File: src/rtl/hazard_ctrl.sv
// Pipeline hazard controller: load-use stalls, taken-branch flushes and a
// multi-cycle mult/div occupancy FSM, plus a saturating stall-cycle counter.
module hazard_ctrl #(
   parameter int unsigned MD_CYCLES = 32,
   parameter int unsigned PERF_W    = 32
) (
   input  logic              clk_i,
   input  logic              rst_i,
   input  logic [4:0]        id_rs_i,
   input  logic [4:0]        id_rt_i,
   input  logic              id_uses_rt_i,
   input  logic [4:0]        ex_rt_i,
   input  logic              ex_mem_read_i,
   input  logic              branch_taken_i,
   input  logic              md_start_i,
   output logic              pc_keep_o,
   output logic              if_id_keep_o,
   output logic              if_id_clear_o,
   output logic              id_ex_keep_o,
   output logic              id_ex_clear_o,
   output logic              ex_mem_clear_o,
   output logic              md_done_o,
   output logic              busy_o,
   output logic [PERF_W-1:0] stall_cycles_o
);

   localparam int unsigned CNT_W = $clog2(MD_CYCLES);

   typedef enum logic {
      IDLE = 1'b0,
      BUSY = 1'b1
   } state_t;

   state_t           state;
   logic [CNT_W-1:0] md_cnt;
   logic             load_use_c;

   assign load_use_c = ex_mem_read_i && (ex_rt_i != 5'd0) &&
                       ((ex_rt_i == id_rs_i) || (id_uses_rt_i && (ex_rt_i == id_rt_i)));

   assign busy_o = (state == BUSY);

   // Combinational pipeline controls; forced low while reset is asserted.
   always_comb begin
      pc_keep_o      = 1'b0;
      if_id_keep_o   = 1'b0;
      if_id_clear_o  = 1'b0;
      id_ex_keep_o   = 1'b0;
      id_ex_clear_o  = 1'b0;
      ex_mem_clear_o = 1'b0;
      md_done_o      = 1'b0;
      if (!rst_i) begin
         unique case (state)
            IDLE: begin
               if (md_start_i) begin
                  pc_keep_o      = 1'b1;
                  if_id_keep_o   = 1'b1;
                  id_ex_keep_o   = 1'b1;
                  ex_mem_clear_o = 1'b1;
               end else if (branch_taken_i) begin
                  if_id_clear_o  = 1'b1;
                  id_ex_clear_o  = 1'b1;
               end else if (load_use_c) begin
                  pc_keep_o      = 1'b1;
                  if_id_keep_o   = 1'b1;
                  id_ex_clear_o  = 1'b1;
               end
            end
            BUSY: begin
               if (md_cnt != '0) begin
                  pc_keep_o      = 1'b1;
                  if_id_keep_o   = 1'b1;
                  id_ex_keep_o   = 1'b1;
                  ex_mem_clear_o = 1'b1;
               end else begin
                  md_done_o      = 1'b1;
               end
            end
            default: ;
         endcase
      end
   end

   // Occupancy FSM: the start cycle plus MD_CYCLES-1 busy stalls, then release.
   always_ff @(posedge clk_i or posedge rst_i) begin
      if (rst_i) begin
         state  <= IDLE;
         md_cnt <= '0;
      end else begin
         unique case (state)
            IDLE: begin
               if (md_start_i) begin
                  state  <= BUSY;
                  md_cnt <= CNT_W'(MD_CYCLES - 1);
               end
            end
            BUSY: begin
               if (md_cnt != '0) begin
                  md_cnt <= md_cnt - CNT_W'(1);
               end else begin
                  state  <= IDLE;
               end
            end
            default: state <= IDLE;
         endcase
      end
   end

   // Saturating count of stalled PC cycles.
   always_ff @(posedge clk_i or posedge rst_i) begin
      if (rst_i) begin
         stall_cycles_o <= '0;
      end else if (pc_keep_o && (stall_cycles_o != '1)) begin
         stall_cycles_o <= stall_cycles_o + PERF_W'(1);
      end
   end

endmodule

File: config.mk
export PLATFORM = sky130hd
export DESIGN_NAME = hazard_ctrl
export DESIGN_NICKNAME = d
export VERILOG_FILES = /design/src/rtl/hazard_ctrl.sv
export SDC_FILE = /design/constraint.sdc
export NUM_CORES = 1
export LEC_CHECK = 0
export CORE_AREA = 8 8 66 82
export DETAILED_ROUTE_END_ITERATION = 6
export DIE_AREA = 0 0 74 90
export GPL_TIMING_DRIVEN = 0
export PLACE_DENSITY = 0.82
export SKIP_CTS_REPAIR_TIMING = 1
export SYNTH_ARGS = -nofsm -noshare
export SYNTH_HDL_FRONTEND = slang
export SYNTH_SLANG_ARGS = --single-unit
File: constraint.sdc
create_clock -name clk_i -period 6.3 [get_ports clk_i]
set_input_delay 0.63 -clock clk_i [delete_from_list [all_inputs] [get_ports clk_i]]
set_output_delay 0.63 -clock clk_i [all_outputs]
set_load 0.01 [all_outputs]
==> flow_metrics.py <==
metrics = {
    "clocking": {
        "ctsLongestPathBuffers": 2,
        "cts.sinks": 38,
        "root_buffer": "clkbuf_8",
        "clkLatencyLatePin_ps": 290,
        "path_clk_slew_ps": 80,
        "cts_tree": "built",
        "cts_buffers": 5,
        "cts_max_level": 2,
    },
    "timing": {
        "setup_slack_ps": 2870,
        "fin_tns_setup_ps": 0,
        "slew_viol_final": 0,
        "hold_violations": 0,
        "rsz0062_at_grt": "false",
        "period_needed_ps": 3430,
        "slew_headroom_pct": 46.4,
        "finalCritPeriodShare_pct": 54.4,
        "setup_violations": 0,
        "worstMarginPinSlew_ps": 803,
        "worst_clock_skew_ps": 8.97,
        "max_freq_mhz": 292,
    },
    "synth": {
        "synth_top_area_share_pct": 46.3,
        "synthTopCellsByArea": "dfrtp_1 (46%), xnor2_1 (11%), xor2_1 (6.8%)",
        "syn_inst": 198,
        "synth_cell_types": 37,
        "syn_nets": 222,
        "synth_compound_area_share_pct": 5.78,
        "synth.area.mux_share_pct": 0,
        "synth-edff-count": 0,
        "synth_top_area_cell": "dfrtp_1",
        "yosysSeqAreaShare_pct": 46.3,
        "synth_async_sr_flop_share_pct": 100,
        "synth_area_sq_um": 2060,
        "synthAdderAreaFrac_pct": 1.83,
        "synthXorXnorAreaFrac_pct": 17.9,
        "syn_avg_cell_area_sq_um": 10.4,
        "synth-simple-area-share_pct": 24.6,
        "yosys_warnings": 0,
        "synth_top_family_by_area": "simple AND/OR/NAND/NOR gates",
        "ys_seq_elements": 38,
        "synth_flop_cell": "dfrtp_1",
    },
    "grt": {
        "grt_max_degree": 41,
        "grt.total_usage_pct": 15.2,
        "overflow": 0,
        "antenna_found_initial": 0,
        "grt_first_pass_wirelength_mm": 8.23,
        "grt_pass1_vias": 1827,
    },
    "power_and_ir_drop": {
        "irDropWorstVdd_uv": 131,
        "power_leakage_nw": 1.21,
        "powerDensity_nw_per_um2": 266,
        "power_uw": 752,
    },
    "setup_path": {
        "crit_top_cell": "clkdlybuf4s50_1",
        "path_cells": "clkdlybuf4s50_1, xor2_1, nor4_1, nand3_1, a31oi_4, buf_4, clkdlybuf4s50_1",
        "crit_family": "buffers and inverters",
        "critical_path.max_fanout": 6,
        "cp.required_ps": 5670,
        "worstPathArrival_ps": 2800,
        "critPathMaxStageDelay_ps": 530,
        "crit_buf_inv": 3,
        "critPathKind": "in2out",
        "slowest_stage": "clkdlybuf4s50_1",
        "critPathLaunchType": "input pin",
        "crit_path_end_kind": "primary output",
    },
    "outcome": {
        "outcome": "finished, final reports clean",
    },
    "die": {
        "rows": 27,
        "dieArea_sq_um": 6660,
        "ios": 61,
        "start_util_pct": 48.7,
        "die_y_um": 90,
        "core-area_sq_um": 4220,
        "die_x_um": 74,
    },
    "flow_run": {
        "drv_cap": 0,
    },
    "route": {
        "drc_errors": 0,
        "routed_wl_mm": 4.71,
        "wl_per_cell_um": 14.5,
        "dr.pass1.iters": 5,
        "vias": 1708,
        "drt-initial-drc-count": 67,
        "ant_nets": 0,
        "avgViaCountPerCell": 5.27,
    },
    "placement": {
        "place_ws_ps": 2840,
        "hpwlAfterDp_mm": 3.61,
        "dp.cells": 316,
        "io_buffers": 60,
        "place_congestion": 0.842,
    },
    "finish": {
        "drive_gt1_share_pct": 10.5,
        "syn2layout_area_growth_pct": 37.4,
        "antenna_cells": 0,
        "fill_cells": 346,
        "instances_no_fill": 324,
        "fin_nets": 289,
    },
    "min_path": {
        "hold_path.class": "reg2reg",
    },
}
-- routing by layer --
layer / up-vias / global-route usage [%] / share of wire, %
met4: 0 / 7.36 / 2.4
met2: 53 / 25.3 / 51
met1: 833 / 17.4 / 40
met3: 9 / 3.78 / 6.2
met5: - / 0 / 0
li1: 813 / - / -
-- through the flow --
step / hold WS [ps] / util, % / area [sq um]
2_1_floorplan: 485 / - / 2060
3_3_place_gp: 473 / 64.6 / 2730
3_5_place_dp: 473 / 64.6 / 2730
4_1_cts: 488 / 66.9 / 2820
5_1_grt: 512 / 66.9 / 2820
6_report: 485 / 66.9 / 2820
-- report_power, final --
group	total, mW	switching [mW]	internal (mW)
sequential	0.325	0.0424	0.282
combinational	0.251	0.123	0.129
clock	0.176	0.0876	0.0880
-- cell usage in the layout, fill, tap and decap left out, drive strengths merged, types with 3 or more instances in the layout --
master and instances:
nand2 19, o21ai 6, nand4 10, ha 3
xnor2 26, nor4 6, clkbuf 6, nand3 14
nor3 6, dfrtp 38, buf 7, clkdlybuf4s50 60
and3 8, and2 3, a21oi 4, xor2 16
nor2 11, inv 6, nand2b 3
-- layout make-up --
| cell class | instances | area (sq um) | share of cell area, % |
|---|---|---|---|
| timing repair buffer | 60 | 601 | 21.3 |
| sequential | 38 | 951 | 33.7 |
| clock buffer | 6 | 82.6 | 2.92 |
| buffer | 7 | 52.6 | 1.86 |
| clock inverter | 2 | 12.5 | 0.443 |
| inverter | 6 | 22.5 | 0.798 |
| multi-input combinational | 147 | 1030 | 36.5 |
| tap | 58 | 72.6 | 2.57 |
-- worst reg2reg max path, delay by kind of cell (launching register included) --
kind,cells,cell delay [ps]
DFF,1,410
buffers and inverters,1,300
and+or+nand+nor,5,1000
AOI/OAI and AO/OA,1,220
adders and majority gates,1,210
xor gates and xnor gates,1,140
-- cell families after synthesis --
logic type	after synthesis
buffers and inverters	13
DFF	38
xor gates and xnor gates	42
AOI/OAI and AO/OA	16
adders and majority gates	3
and+or+nand+nor	86
-- worst paths after layout --
path                                         start                 end  slack (ps)  cells after the start
worst max-delay path                    ex_rt_i[0]           pc_keep_o        2870                      7
worst min-delay path            stall_cycles_o[14]  stall_cycles_o[14]         480                      1
worst max register to register   stall_cycles_o[0]  stall_cycles_o[26]        3910                      9
worst min register to register  stall_cycles_o[14]  stall_cycles_o[14]         480                      1
max in group asynchronous                    rst_i  stall_cycles_o[24]        4900                      2
min in group asynchronous                    rst_i  stall_cycles_o[19]         900                      2
-- state kept, by name (all words and copies together), names as in the netlist --
signal,flops
busy_o,1
md_cnt,5
stall_cycles_o,32
-- synth_stat cells, types with 6 or more instances --
cell,n
nand3_1,10
nand2_1,19
xnor2_1,26
dfrtp_1,38
and3_1,8
xor2_1,16
nand4_1,10
nor2_1,11
inv_1,6
(Power assumes the default switching activity.)
